[src/rtl/mmwb_pipe_reg_if.sv]
// MEM/WB pipeline register bus: memory-stage inputs, stall/flush control and
// the registered writeback-side view, including halt and retired count.
interface mmwb_pipe_reg_if #(
  parameter int LANES  = 1,
  parameter int WORD_W = 32,
  parameter int REG_W  = 5,
  parameter int MTR_W  = 2,
  parameter int CNT_W  = 32
);
  logic                           en, flush;
  logic [LANES-1:0]               in_valid, in_regwen, in_equal, in_halt;
  logic [LANES-1:0][MTR_W-1:0]    in_memtoreg;
  logic [LANES-1:0][REG_W-1:0]    in_rd;
  logic [LANES-1:0][WORD_W-1:0]   in_portb, in_npc, in_aluout, in_load;
  logic [LANES-1:0]               out_valid, out_regwen, out_equal;
  logic [LANES-1:0][MTR_W-1:0]    out_memtoreg;
  logic [LANES-1:0][REG_W-1:0]    out_rd;
  logic [LANES-1:0][WORD_W-1:0]   out_portb, out_npc, out_aluout, out_load, out_wdata;
  logic                           halt;
  logic [CNT_W-1:0]               retired;

  modport master (
    output en, flush, in_valid, in_regwen, in_equal, in_halt, in_memtoreg, in_rd,
           in_portb, in_npc, in_aluout, in_load,
    input  out_valid, out_regwen, out_equal, out_memtoreg, out_rd,
           out_portb, out_npc, out_aluout, out_load, out_wdata, halt, retired
  );

  modport slave (
    input  en, flush, in_valid, in_regwen, in_equal, in_halt, in_memtoreg, in_rd,
           in_portb, in_npc, in_aluout, in_load,
    output out_valid, out_regwen, out_equal, out_memtoreg, out_rd,
           out_portb, out_npc, out_aluout, out_load, out_wdata, halt, retired
  );
endinterface

[src/rtl/mmwb_pipe_reg.sv]
// Multi-lane MEM/WB pipeline register with halt squashing, same-cycle WAW
// masking, sticky halt and a saturating retired-instruction counter.
module mmwb_wb_mux #(
  parameter int WORD_W = 32,
  parameter int MTR_W  = 2
) (
  input  logic [MTR_W-1:0]  sel,
  input  logic [WORD_W-1:0] aluout,
  input  logic [WORD_W-1:0] load,
  input  logic [WORD_W-1:0] npc,
  input  logic [WORD_W-1:0] portb,
  output logic [WORD_W-1:0] wdata
);
  always_comb begin
    case (sel)
      MTR_W'(1): wdata = load;
      MTR_W'(2): wdata = npc;
      MTR_W'(3): wdata = portb;
      default:   wdata = aluout;
    endcase
  end
endmodule

module mmwb_pipe_reg #(
  parameter int LANES  = 1,
  parameter int WORD_W = 32,
  parameter int REG_W  = 5,
  parameter int MTR_W  = 2,
  parameter int CNT_W  = 32
) (
  input  logic           CLK,
  input  logic           RST,
  mmwb_pipe_reg_if.slave bus
);
  logic [LANES-1:0]             laneVld, rawWen, laneWen;
  logic                         haltHit, squash;
  logic [CNT_W-1:0]             retiredNxt;
  logic [LANES-1:0][WORD_W-1:0] wdata;

  // A valid halt kills every younger lane in the same group.
  always_comb begin
    squash  = 1'b0;
    laneVld = '0;
    rawWen  = '0;
    haltHit = 1'b0;
    for (int i = 0; i < LANES; i++) begin
      laneVld[i] = bus.in_valid[i] & ~squash;
      squash     = squash | (bus.in_valid[i] & bus.in_halt[i]);
      rawWen[i]  = laneVld[i] & bus.in_regwen[i] & (bus.in_rd[i] != '0);
      haltHit    = haltHit | (laneVld[i] & bus.in_halt[i]);
    end
  end

  // Younger writer to the same register wins; older lane's write is dropped.
  always_comb begin
    laneWen = rawWen;
    for (int i = 0; i < LANES; i++)
      for (int j = i + 1; j < LANES; j++)
        if (rawWen[j] && (bus.in_rd[j] == bus.in_rd[i])) laneWen[i] = 1'b0;
  end

  always_comb begin
    retiredNxt = bus.retired;
    for (int i = 0; i < LANES; i++)
      if (laneVld[i] && (retiredNxt != '1)) retiredNxt = retiredNxt + CNT_W'(1);
  end

  always_ff @(posedge CLK) begin
    if (RST || (!bus.halt && bus.flush)) begin
      bus.out_valid    <= '0;
      bus.out_regwen   <= '0;
      bus.out_equal    <= '0;
      bus.out_memtoreg <= '0;
      bus.out_rd       <= '0;
      bus.out_portb    <= '0;
      bus.out_npc      <= '0;
      bus.out_aluout   <= '0;
      bus.out_load     <= '0;
      if (RST) begin
        bus.halt    <= 1'b0;
        bus.retired <= '0;
      end
    end else if (!bus.halt && bus.en) begin
      bus.out_valid    <= laneVld;
      bus.out_regwen   <= laneWen;
      bus.out_equal    <= bus.in_equal;
      bus.out_memtoreg <= bus.in_memtoreg;
      bus.out_rd       <= bus.in_rd;
      bus.out_portb    <= bus.in_portb;
      bus.out_npc      <= bus.in_npc;
      bus.out_aluout   <= bus.in_aluout;
      bus.out_load     <= bus.in_load;
      bus.halt         <= haltHit;
      bus.retired      <= retiredNxt;
    end
  end

  for (genvar g = 0; g < LANES; g++) begin : gLane
    mmwb_wb_mux #(.WORD_W(WORD_W), .MTR_W(MTR_W)) uMux (
      .sel    (bus.out_memtoreg[g]),
      .aluout (bus.out_aluout[g]),
      .load   (bus.out_load[g]),
      .npc    (bus.out_npc[g]),
      .portb  (bus.out_portb[g]),
      .wdata  (wdata[g])
    );
  end

  assign bus.out_wdata = wdata;
endmodule
[src/flat_wrapper.sv]
// flat-port wrapper written by rule: the top's interface ports become plain ports
module mmwb_pipe_reg_flat 
#(
  parameter int LANES  = 1,
  parameter int WORD_W = 32,
  parameter int REG_W  = 5,
  parameter int MTR_W  = 2,
  parameter int CNT_W  = 32
)
  (CLK, RST, bus_en, bus_flush, bus_in_valid, bus_in_regwen, bus_in_equal, bus_in_halt, bus_in_memtoreg, bus_in_rd, bus_in_portb, bus_in_npc, bus_in_aluout, bus_in_load, bus_out_valid, bus_out_regwen, bus_out_equal, bus_out_memtoreg, bus_out_rd, bus_out_portb, bus_out_npc, bus_out_aluout, bus_out_load, bus_out_wdata, bus_halt, bus_retired);
  mmwb_pipe_reg_if #(.LANES(LANES), .WORD_W(WORD_W), .REG_W(REG_W), .MTR_W(MTR_W), .CNT_W(CNT_W)) bus_i ();
  input  logic CLK;
  input  logic RST;
  input wire logic [$bits(bus_i.en)-1:0] bus_en;
  input wire logic [$bits(bus_i.flush)-1:0] bus_flush;
  input wire logic [$bits(bus_i.in_valid)-1:0] bus_in_valid;
  input wire logic [$bits(bus_i.in_regwen)-1:0] bus_in_regwen;
  input wire logic [$bits(bus_i.in_equal)-1:0] bus_in_equal;
  input wire logic [$bits(bus_i.in_halt)-1:0] bus_in_halt;
  input wire logic [$bits(bus_i.in_memtoreg)-1:0] bus_in_memtoreg;
  input wire logic [$bits(bus_i.in_rd)-1:0] bus_in_rd;
  input wire logic [$bits(bus_i.in_portb)-1:0] bus_in_portb;
  input wire logic [$bits(bus_i.in_npc)-1:0] bus_in_npc;
  input wire logic [$bits(bus_i.in_aluout)-1:0] bus_in_aluout;
  input wire logic [$bits(bus_i.in_load)-1:0] bus_in_load;
  output wire logic [$bits(bus_i.out_valid)-1:0] bus_out_valid;
  output wire logic [$bits(bus_i.out_regwen)-1:0] bus_out_regwen;
  output wire logic [$bits(bus_i.out_equal)-1:0] bus_out_equal;
  output wire logic [$bits(bus_i.out_memtoreg)-1:0] bus_out_memtoreg;
  output wire logic [$bits(bus_i.out_rd)-1:0] bus_out_rd;
  output wire logic [$bits(bus_i.out_portb)-1:0] bus_out_portb;
  output wire logic [$bits(bus_i.out_npc)-1:0] bus_out_npc;
  output wire logic [$bits(bus_i.out_aluout)-1:0] bus_out_aluout;
  output wire logic [$bits(bus_i.out_load)-1:0] bus_out_load;
  output wire logic [$bits(bus_i.out_wdata)-1:0] bus_out_wdata;
  output wire logic [$bits(bus_i.halt)-1:0] bus_halt;
  output wire logic [$bits(bus_i.retired)-1:0] bus_retired;
  assign bus_i.en = bus_en;
  assign bus_i.flush = bus_flush;
  assign bus_i.in_valid = bus_in_valid;
  assign bus_i.in_regwen = bus_in_regwen;
  assign bus_i.in_equal = bus_in_equal;
  assign bus_i.in_halt = bus_in_halt;
  assign bus_i.in_memtoreg = bus_in_memtoreg;
  assign bus_i.in_rd = bus_in_rd;
  assign bus_i.in_portb = bus_in_portb;
  assign bus_i.in_npc = bus_in_npc;
  assign bus_i.in_aluout = bus_in_aluout;
  assign bus_i.in_load = bus_in_load;
  assign bus_out_valid = bus_i.out_valid;
  assign bus_out_regwen = bus_i.out_regwen;
  assign bus_out_equal = bus_i.out_equal;
  assign bus_out_memtoreg = bus_i.out_memtoreg;
  assign bus_out_rd = bus_i.out_rd;
  assign bus_out_portb = bus_i.out_portb;
  assign bus_out_npc = bus_i.out_npc;
  assign bus_out_aluout = bus_i.out_aluout;
  assign bus_out_load = bus_i.out_load;
  assign bus_out_wdata = bus_i.out_wdata;
  assign bus_halt = bus_i.halt;
  assign bus_retired = bus_i.retired;
  mmwb_pipe_reg #(.LANES(LANES), .WORD_W(WORD_W), .REG_W(REG_W), .MTR_W(MTR_W), .CNT_W(CNT_W)) u_core (.CLK(CLK), .RST(RST), .bus(bus_i));
endmodule
[config.mk]
export PLATFORM = sky130hd
export DESIGN_NAME = mmwb_pipe_reg_flat
export DESIGN_NICKNAME = d
export VERILOG_FILES = /design/src/rtl/mmwb_pipe_reg_if.sv /design/src/rtl/mmwb_pipe_reg.sv /design/src/flat_wrapper.sv
export SDC_FILE = /design/constraint.sdc
export NUM_CORES = 1
export LEC_CHECK = 0
export CAP_MARGIN = 20
export CORE_MARGIN = 3
export CORE_UTILIZATION = 33
export CTS_CLUSTER_DIAMETER = 30
export DETAILED_ROUTE_END_ITERATION = 16
export PLACE_DENSITY = 0.74
export SETUP_SLACK_MARGIN = 0.2
export SLEW_MARGIN = 20
export SYNTH_ARGS = -nofsm -noshare
export SYNTH_HDL_FRONTEND = slang
export SYNTH_SLANG_ARGS = --single-unit
[constraint.sdc]
create_clock -name CLK -period 2.42 [get_ports CLK]
set_input_delay 0.605 -clock CLK [delete_from_list [all_inputs] [get_ports CLK]]
set_output_delay 0.605 -clock CLK [all_outputs]
set_load 0.03 [all_outputs]
Yosys cells after proc, flatten, opt, wreduce, memory -nomap -nowiden
Cells that the tools add are included.

storage, ports and cells
  memories kept = 0
  bits in registers = 171
  bits in writable memories = 0
  memory bits (read-only) = 0
  output and inout port bits = 203
  latch bits = 0
  input port bits = 143
  logic and storage cells = 38

operators by class
  bitwise operators = 3
  multiply operators = 0
  order comparisons = 0
  div/mod/pow operators = 0
  multiplexer cells = 8
  shift-type cells = 0
  equality and inequality tests = 5
  $add $sub $neg = 1
  reductions and logical operators = 10

operator list
  cell                                                 number
  2-to-1 mux 32 bit                                    4
  case mux 32 bit (3 select lines)                     1
  adder 32 x 1 -> 32 bit, second input constant        1
  inequality test 32 bit, second input constant        1
  nonzero test 5 bit                                   1
  equality test 2 bit, second input constant           2
  nonzero test 2 bit                                   2
  AND 1 bit                                            3
  logical AND 1 bit                                    3
  2-to-1 mux 1 bit                                     3
  AND reduction 3 bit                                  1
  equality test 2 x 1 -> 1 bit, second input constant  1
  inequality test 2 bit, second input constant         1
  AND reduction 2 bit                                  1
  zero test 1 bit                                      1
  logical OR 1 bit                                     1

Logic depth before layout (Yosys ltp)
  depth after elaboration = 5
  depth in mapped cells = 6
  depth with buffers taken out = 5

By module
A second synthesis with hierarchy kept.

second synthesis, totals
  cells, all modules = 807
  area, all modules = 7290.7 µm²

modules (own cells, without submodules)
  module         seq. area each (µm²)  area an instance (µm²)  instances  cells each
  mmwb_pipe_reg  3753.6                6476.2                  1          768
  mmwb_wb_mux    0.0                   814.5                   1          39

Worst setup path after synthesis
OpenSTA, ideal clock, no wires.

  kind = register -> output
  from = reg u_core.bus.out_memtoreg[1]
  to = out bus_out_wdata[16]
  path slack = -0.059 ns
  data arrival time = 1.874 ns
  required time = 1.815 ns
  path buffers = 2
  cell stages (with the launch flop) = 4
  cells stage by stage = dfxtp_1 clkbuf_1 buf_1 mux4_2

between the ends
  longest elaborated chain between the ends = 2
  elaborated cells between the ends (all ways) = 4
  classes of those cells = eq/ne: 3; mux: 1

ends and longest elaborated chain
  item                                                                        line                    source
  start: declaration                                                          mmwb_pipe_reg_if.sv:32  output out_valid, out_regwen, out_equal, out_memtoreg, out_rd,
  start signal: assignment                                                    mmwb_pipe_reg.sv:87     bus.out_memtoreg <= bus.in_memtoreg;
  equality test 2 bit / equality test 2 x 1 -> 1 bit (equally long branches)  mmwb_pipe_reg.sv:15     case (sel)
  case mux 32 bit (3 select lines) (*)                                        mmwb_pipe_reg.sv:15
  end: declaration                                                            flat_wrapper.sv:35      output wire logic [$bits(bus_i.out_wdata)-1:0] bus_out_wdata;

Mark *: on every way between the ends. The rest lies on a longest branch, timed or not.

Final worst setup path
  from = reg u_core.bus.out_memtoreg[1]
  to = out bus_out_wdata[10]

Same word-level chain as after synthesis.

==> flow_summary.html <==
<table>
<tr><th>Metric</th><th>Value</th></tr>
<tr><th colspan="2">Yosys</th></tr>
<tr><td>Register bit total from synthesis</td><td>between 150 and 200</td></tr>
<tr><td>Net count after synthesis</td><td>964</td></tr>
<tr><td>Synthesized area per cell</td><td>8.922 um^2</td></tr>
<tr><td>Mapped Area</td><td>7316 um^2</td></tr>
<tr><td>YS warnings</td><td>0</td></tr>
<tr><td>Synthesized instance count</td><td>a little over 800</td></tr>
<tr><td>Count of unique library cells instantiated by Yosys</td><td>31</td></tr>
<tr><td>Seq/Total Area, Yosys</td><td>51.31%</td></tr>
<tr><th colspan="2">Routing</th></tr>
<tr><td>Avg Vias per Cell</td><td>5.119</td></tr>
<tr><td>Average wire per standard cell</td><td>18.60 um</td></tr>
<tr><td>Iteration-0 DRC count of the detailed router</td><td>between 400 and 500</td></tr>
<tr><td>M1 WL</td><td>roughly 10 mm</td></tr>
<tr><td>Vias after detailed routing</td><td>around 7500</td></tr>
<tr><td>Antenna Violating Nets Remaining</td><td>0</td></tr>
<tr><td>Sum of met3 wire segment lengths after detailed routing</td><td>~2.2 mm</td></tr>
<tr><td>Total wirelength of the detailed-routed design</td><td>around 27 mm</td></tr>
<tr><td>Routed wl met2</td><td>roughly 14 mm</td></tr>
<tr><td>Total DRC errors in the routed layout</td><td>0</td></tr>
<tr><td>Uppermost layer routed</td><td>met4</td></tr>
<tr><td>1st-pass router iterations</td><td>5</td></tr>
<tr><th colspan="2">Global route</th></tr>
<tr><td>Overflow left after global routing</td><td>0</td></tr>
<tr><td>Vias in the first global route</td><td>approximately 7300</td></tr>
<tr><td>First-pass GRT wire length</td><td>between 40 and 50 mm</td></tr>
<tr><td>Pin count of the biggest net entering global routing</td><td>139</td></tr>
<tr><td>Global-route total usage across every layer</td><td>around 22%</td></tr>
<tr><td>Antenna violations before repair</td><td>0</td></tr>
<tr><th colspan="2">Placed design</th></tr>
<tr><td>Routability-driven placement congestion ratio</td><td>0.8329</td></tr>
<tr><td>Placed cell areas</td><td>approximately 11000 um^2</td></tr>
<tr><td>Half-perimeter wire length after detailed placement</td><td>roughly 20 mm</td></tr>
<tr><td>I/O Buffers</td><td>around 350</td></tr>
<tr><th colspan="2">STA</th></tr>
<tr><td>Final worst path period need</td><td>roughly 2.3 ns</td></tr>
<tr><td>Clock tree skew after final layout</td><td>just over 0.01 ns</td></tr>
<tr><td>Highest attainable clock frequency</td><td>0.4267 GHz</td></tr>
<tr><td>Max-slew violations</td><td>0</td></tr>
<tr><td>Worst Max-Slew Pin Slew</td><td>roughly 0.72 ns</td></tr>
<tr><td>Worst max-slew margin expressed relative to the limit</td><td>between 50 and 60%</td></tr>
<tr><td>Total negative slack</td><td>0 ns</td></tr>
<tr><td>Count of endpoints failing hold in the final timing report</td><td>0</td></tr>
<tr><td>Fin crit share</td><td>a little over nine tenths</td></tr>
<tr><td># setup viols final</td><td>0</td></tr>
<tr><td>RSZ-0062 raised after global routing</td><td>yes</td></tr>
<tr><th colspan="2">Power</th></tr>
<tr><td>Internal power consumption</td><td>~0.0052 W</td></tr>
<tr><td>Switching power share of the total</td><td>~29%</td></tr>
<tr><td>P per Cell Area</td><td>602.7 nW/um^2</td></tr>
<tr><td>Max IR drop VDD</td><td>between 0.3 and 0.4 mV</td></tr>
<tr><td>Flop pwr share</td><td>43.2%</td></tr>
<tr><td>Net switching power</td><td>about 0.0021 W</td></tr>
<tr><td>Clock share of power</td><td>a little under two fifths</td></tr>
<tr><td>Leak</td><td>4.474 nW</td></tr>
<tr><td>Combinational share of power</td><td>around a fifth</td></tr>
<tr><th colspan="2">Clock network</th></tr>
<tr><td>Maximum clock insertion buffer count</td><td>2</td></tr>
<tr><td>Hold-fix buffers, CTS</td><td>0</td></tr>
<tr><td>Clock latency at the later pin of the worst-skew pair</td><td>0.42 ns</td></tr>
<tr><td>Root Buffer Master</td><td>clkbuf_16</td></tr>
<tr><td>Clock tree from TritonCTS</td><td>built</td></tr>
<tr><td>Number of sinks handled by clock tree synthesis</td><td>about 170</td></tr>
<tr><td>H-tree level count</td><td>4</td></tr>
<tr><td>Number of clock buffers inserted by TritonCTS</td><td>17</td></tr>
<tr><td>Clock input transition at the sequential cells of the worst setup and hold paths</td><td>roughly 0.07 ns</td></tr>
<tr><th colspan="2">Layout</th></tr>
<tr><td>Count of filler cells inserted in the layout</td><td>roughly 1900</td></tr>
<tr><td>Most common cell after layout, fill and taps aside</td><td>clkdlybuf4s50_1</td></tr>
<tr><td>Synth-to-layout area growth</td><td>66.32%</td></tr>
<tr><td>Number of nets in the layout</td><td>about 1300</td></tr>
<tr><td>Share of cells above drive strength 1</td><td>around an eighth</td></tr>
<tr><td>Final standard cell area without fillers</td><td>about 12000 um^2</td></tr>
<tr><td>Antenna diode count</td><td>0</td></tr>
<tr><td>Commonest non-fill, non-tap cells in the layout</td><td>clkdlybuf4s50_1, nand2_1, a21oi_1</td></tr>
<tr><th colspan="2">Critical path</th></tr>
<tr><td>Nature of the critical path startpoint</td><td>flop</td></tr>
<tr><td>Critical path's largest stage delay</td><td>0.52 ns</td></tr>
<tr><td>Arrival time of data at the critical path endpoint</td><td>about 1.7 ns</td></tr>
<tr><td>WS Path Type</td><td>reg -&gt; out</td></tr>
<tr><td>WP data required</td><td>roughly 1.8 ns</td></tr>
<tr><td>Ordered cell list for the critical path</td><td>buf_4, buf_12, mux4_2, buf_6</td></tr>
<tr><td>Dominant delay contributor by cell family on the critical path</td><td>multiplexers</td></tr>
<tr><td>Nature of the critical path endpoint</td><td>primary output</td></tr>
<tr><td>Critical Path Fanout Max</td><td>8</td></tr>
<tr><td>Worst path bufs/invs</td><td>3</td></tr>
<tr><td>Slowest cell on the critical path</td><td>mux4_2</td></tr>
<tr><th colspan="2">Outcome</th></tr>
<tr><td>Status</td><td>finished, final reports clean</td></tr>
<tr><th colspan="2">Floorplan</th></tr>
<tr><td>Die Height</td><td>~150 um</td></tr>
<tr><td>I/O pin count</td><td>346</td></tr>
<tr><td>Std cell rows</td><td>between 50 and 60</td></tr>
<tr><td>Die area</td><td>between 20000 and 25000 um^2</td></tr>
<tr><td>Core area</td><td>around 21000 um^2</td></tr>
<tr><td>Effective utilization at floorplan</td><td>34.16%</td></tr>
<tr><td>Horizontal die dimension</td><td>about 150 um</td></tr>
<tr><th colspan="2">Flow run</th></tr>
<tr><td>Number of violations of the max-capacitance limit</td><td>0</td></tr>
<tr><th colspan="2">Worst hold path</th></tr>
<tr><td>Path type of the worst min-delay path</td><td>reg -&gt; reg</td></tr>
</table>
final timing paths:
check,startpoint,endpoint,slack (ns),depth (start not counted)
worst max-delay path,u_core.bus.out_memtoreg[1],bus_out_wdata[10],0.08,4
worst min-delay path,u_core.bus.out_rd[3],u_core.bus.out_rd[3],0.46,2
worst max register to register,u_core.bus.retired[0],u_core.bus.retired[28],0.28,6
worst min register to register,u_core.bus.out_rd[3],u_core.bus.out_rd[3],0.46,2
timing repair:
item / in CTS / in global routing
gates cloned: 1 / 0
setup buffers: 7 / 4
gates resized for setup: 173 / 62
setup endpoints to repair: 45 / 65
area by class of cell:
type | count | area [um^2] | area share, %
multi-input combinational | 584 | 3346 | 27.50
sequential | 171 | 3761 | 30.91
clock inverter | 12 | 126.4 | 1.039
inverter | 4 | 15.01 | 0.1234
timing repair buffer | 393 | 4119 | 33.85
tap | 275 | 344.1 | 2.828
clock buffer | 20 | 456.7 | 3.753
synthesized netlist by cell type:
cell      instances  share of area (%)
nand2_1         287                 15
a21oi_1         159                 11
dfxtp_1         138                 38
clkbuf_1         45                2.3
edfxtp_1         33                 14
mux4_2           32                9.9
nor2_1           13               0.67
nand3_1          12               0.82
or4_1            12                1.2
o31ai_1          11                1.1
buf_1             9               0.46
o21ai_0           9               0.62
or3_1             9               0.77
nand4_1           8               0.68
xor2_1            7               0.84
and3_1            6               0.51
buf_2             5               0.34
and4_1            4               0.48
inv_1             4               0.21
and2_1            3               0.26
xnor2_1           3               0.36
buf_6             2               0.31
a21o_1            1               0.10
a31o_2            1               0.12
and4_4            1               0.15
ha_1              1               0.17
nand4_2           1               0.17
nand4_4           1               0.29
nor2b_1           1              0.086
nor3_1            1              0.068
or2_2             1              0.086
per-stage QoR:
stage               cells  utilization (%)  setup WS [ns]  power (W)  hold slack (ns)
floorplan             820                -         0.1872   0.003894           0.5800
global placement     1415            52.88         0.1280   0.004641           0.4399
detailed placement   1415            52.88        0.08163   0.004659           0.4492
CTS                  1455            55.98        0.01894   0.007389           0.4599
global route         1459            56.81       0.009459   0.007625           0.4851
finish               1459            56.81        0.07652   0.007334           0.4554
flip-flops by register name (all words and copies together) (netlist names):
register	flops
u_core.bus.out_aluout	32
u_core.bus.out_load	32
u_core.bus.out_npc	32
u_core.bus.out_portb	32
u_core.bus.retired	32
u_core.bus.out_rd	5
u_core.bus.out_memtoreg	2
u_core.bus.halt	1
u_core.bus.out_equal	1
u_core.bus.out_regwen	1
u_core.bus.out_valid	1
metal layers:
metal	up-vias	track usage, %
met5	-	0
met4	0	6.224
met3	35	6.287
met2	328	38.02
met1	3562	26.09
li1	3544	-
cells by family after synthesis:
family                     count (synthesis)  share of synthesized area [%]
and+or+nand+nor                          360                          21.00
AOI/OAI and AO/OA                        181                          12.84
DFF                                      171                          51.31
buffers and inverters                     65                          3.626
muxes                                     32                          9.851
xor gates and xnor gates                  10                          1.197
adders and majority gates                  1                         0.1710
worst reg2reg max path: cells and delay by family, from the launching register on:
family,cells,cell delay (ns)
adder cells (fa/ha/maj),1,0.23
flip-flops,1,0.36
buffers and inverters,1,0.18
AO/OA/AOI/OAI,1,0.31
AND/OR/NAND/NOR,3,0.83
power groups by stage:
stage	registers, W	logic [W]	clock network (W)
after floorplan	0.00346	0.000430	0
final	0.00317	0.00146	0.00271
after detailed placement	0.00323	0.00143	0
after global routing	0.00319	0.00155	0.00289
after global placement	0.00323	0.00141	0
after CTS	0.00317	0.00144	0.00278
(Power assumes the default switching activity.)
==> variant, RTL diff (same flow settings) <==
`REG_W` is set to 5 in 3 places; all go to 10.
--- a/src/rtl/mmwb_pipe_reg_if.sv
+++ b/src/rtl/mmwb_pipe_reg_if.sv
@@ -5,3 +5,3 @@
   parameter int WORD_W = 32,
-  parameter int REG_W  = 5,
+  parameter int REG_W  = 10,
   parameter int MTR_W  = 2,
--- a/src/rtl/mmwb_pipe_reg.sv
+++ b/src/rtl/mmwb_pipe_reg.sv
@@ -26,3 +26,3 @@
   parameter int WORD_W = 32,
-  parameter int REG_W  = 5,
+  parameter int REG_W  = 10,
   parameter int MTR_W  = 2,
--- a/src/flat_wrapper.sv
+++ b/src/flat_wrapper.sv
@@ -5,3 +5,3 @@
   parameter int WORD_W = 32,
-  parameter int REG_W  = 5,
+  parameter int REG_W  = 10,
   parameter int MTR_W  = 2,
Interface: changed (resized bus_in_rd and bus_out_rd); port bits go from 346 to 356. The function was not compared with the original's and may differ.
==> variant against the original RTL <==
- largest cell class unchanged
- register-to-register slack got worse by 0.10 ns
- setup slack worse by 0.035 ns
- largest power group unchanged
- maximum frequency decreased by 1.5%
- design area is 3.4% higher
- routed wire length grew 1.6%
- global-route usage is 0.38 points lower
- sequential cell count grew 5
- synthesized area is 1.9% higher
- die area rose by 1.8%
- total power is 4.4% higher
- highest routed layer unchanged
==> variant: results (changes against the original RTL) <==
* Fin nets at 1366 (+3.9%)
* Slowest cell delay on critical path at 0.54 ns (+0.02 ns)
* Tightest Pin Transition at 0.621 ns (-0.0975 ns)
* IO Port Bufs at 355 (+2.9%)
* Pleak at 4.66 nW (+4.2%)
* Post-DR vias/cell at 5.09 (-0.62%)
* First-pass iteration count of the detailed router at 5 (unchanged)
* Run status: finished, final reports clean
* Ranking of synthesized cells by area: dfxtp_1 (38%), nand2_1 (15%), edfxtp_1 (13%)
* Area after DPL at 11600 um2 (+2.1%)
* First-pass GRT wire length at 40.8 mm (-1.3%)
* Power in sequential cells at 0.00325 W (+3%)
* Synth warnings at 0 (unchanged)
* Combinational power share at 19.8%
* Primary FF master, synth: dfxtp_1
* CTS clock-pin slew for the worst setup and hold paths at 0.06 ns
* Peak supply drop at 0.429 mV (+20%)
* Root buf cell: clkbuf_16
* Number of synthesized flops with an enable pin at 33 (unchanged)
* Layout Skew at 0.00832 ns (-0.00200 ns)
* 1st-iter DRT viols at 494 (+12%)
* Synth cell types at 28 (-9.7%)
* GP Congestion at 0.827 (-0.71%)
* Syn Nets at 993 (+3.0%)
* Final Max Tran Viols at 0 (unchanged)
* Layout cell share with drive strength beyond 1 at 14.2% (+0.90 points)
* Drt wl/cell at 18.3 um (-1.9%)
* Antenna violations before repair at 1 (+1)
* Largest net degree at the start of global routing at 75 (-46%)
* Non-Filler Instances at 1510 (+3.5%)
* CTS H-Tree Depth at 4 (unchanged)
* Fill cells at 1939 (+4.1%)
* Sw frac at 28.0% (-0.71 points)
* Gr usage total at 21.4% (-0.38 points)
* Register area share after synthesis at 51.7% (+0.40 points)
* Clock Latency Late Sink at 0.42 ns (about the same)
* Post-Place Worst Slack at 0.0536 ns (-0.0280 ns)
* Worst Path Arrival at 1.77 ns (+0.03 ns)
* Reported net switching power at 0.00214 W (+1.8%)
* Mapped Cells at 844 (+2.9%)
* Post-synth ARST share at 0% (unchanged)
* CTS Buf Count at 17 (unchanged)
* CP max FO at 8 (unchanged)
* CP delay by family, top: multiplexers
* DP HPWL at 19.8 mm (+0.67%)
* Most frequent cells after synthesis: nand2_1 (299), a21oi_1 (162), dfxtp_1 (143)
* Number of global-route vias before repair at 7115 (-2.0%)
[variant: cell count changes after synthesis, sizes merged, moves of 5 or more]
cell	before	now
dfxtp	138	143
or4	12	19
nand2	287	299
buf	16	10
o21ai	9	4
clkbuf	45	56
or3	9	4
[variant: area by class of cell]
class	instances	area (um2)	share of cell area [%]
Inverter	7	26.3	0.209
Timing Repair Buffer	417	4300	34.2
Antenna cell	1	2.50	0.0199
Multi-Input combinational cell	598	3430	27.2
Sequential cell	176	3860	30.7
Clock inverter	13	175	1.39
Clock buffer	18	439	3.49
Tap cell	280	350	2.78
[variant: cells by family after synthesis]
| family | count (synthesis) | synth area share, % |
|---|---|---|
| simple gates | 368 | 20.6 |
| compound gates | 183 | 12.9 |
| flops | 176 | 51.7 |
| buf+inv | 73 | 3.71 |
| mux | 32 | 9.67 |
| xor+xnor | 11 | 1.29 |
| fa+ha+maj | 1 | 0.168 |
[variant: per-layer routing]
| layer | global-route usage (%) | routed length, um |
|---|---|---|
| met1 | 26.7 | 10800 |
| met2 | 36.1 | 13800 |
| met3 | 4.92 | 2180 |
| met4 | 8.05 | 786 |
| met5 | 0 | 0 |
[variant: timing repair]
action,in CTS,in global routing
buffers inserted,14,2
pin swaps,4,4
gates resized for setup,169,28
setup endpoints to repair,76,78
gates cloned,5,0
[variant: worst paths after layout]
kind / depth (start not counted) / startpoint / slack, ns / endpoint
max: 4 / u_core.bus.out_memtoreg[1] / 0.04 / bus_out_wdata[8]
min: 2 / u_core.bus.out_regwen / 0.45 / u_core.bus.out_regwen
max reg2reg: 5 / u_core.bus.retired[0] / 0.18 / u_core.bus.retired[29]
min reg2reg: 2 / u_core.bus.out_regwen / 0.45 / u_core.bus.out_regwen
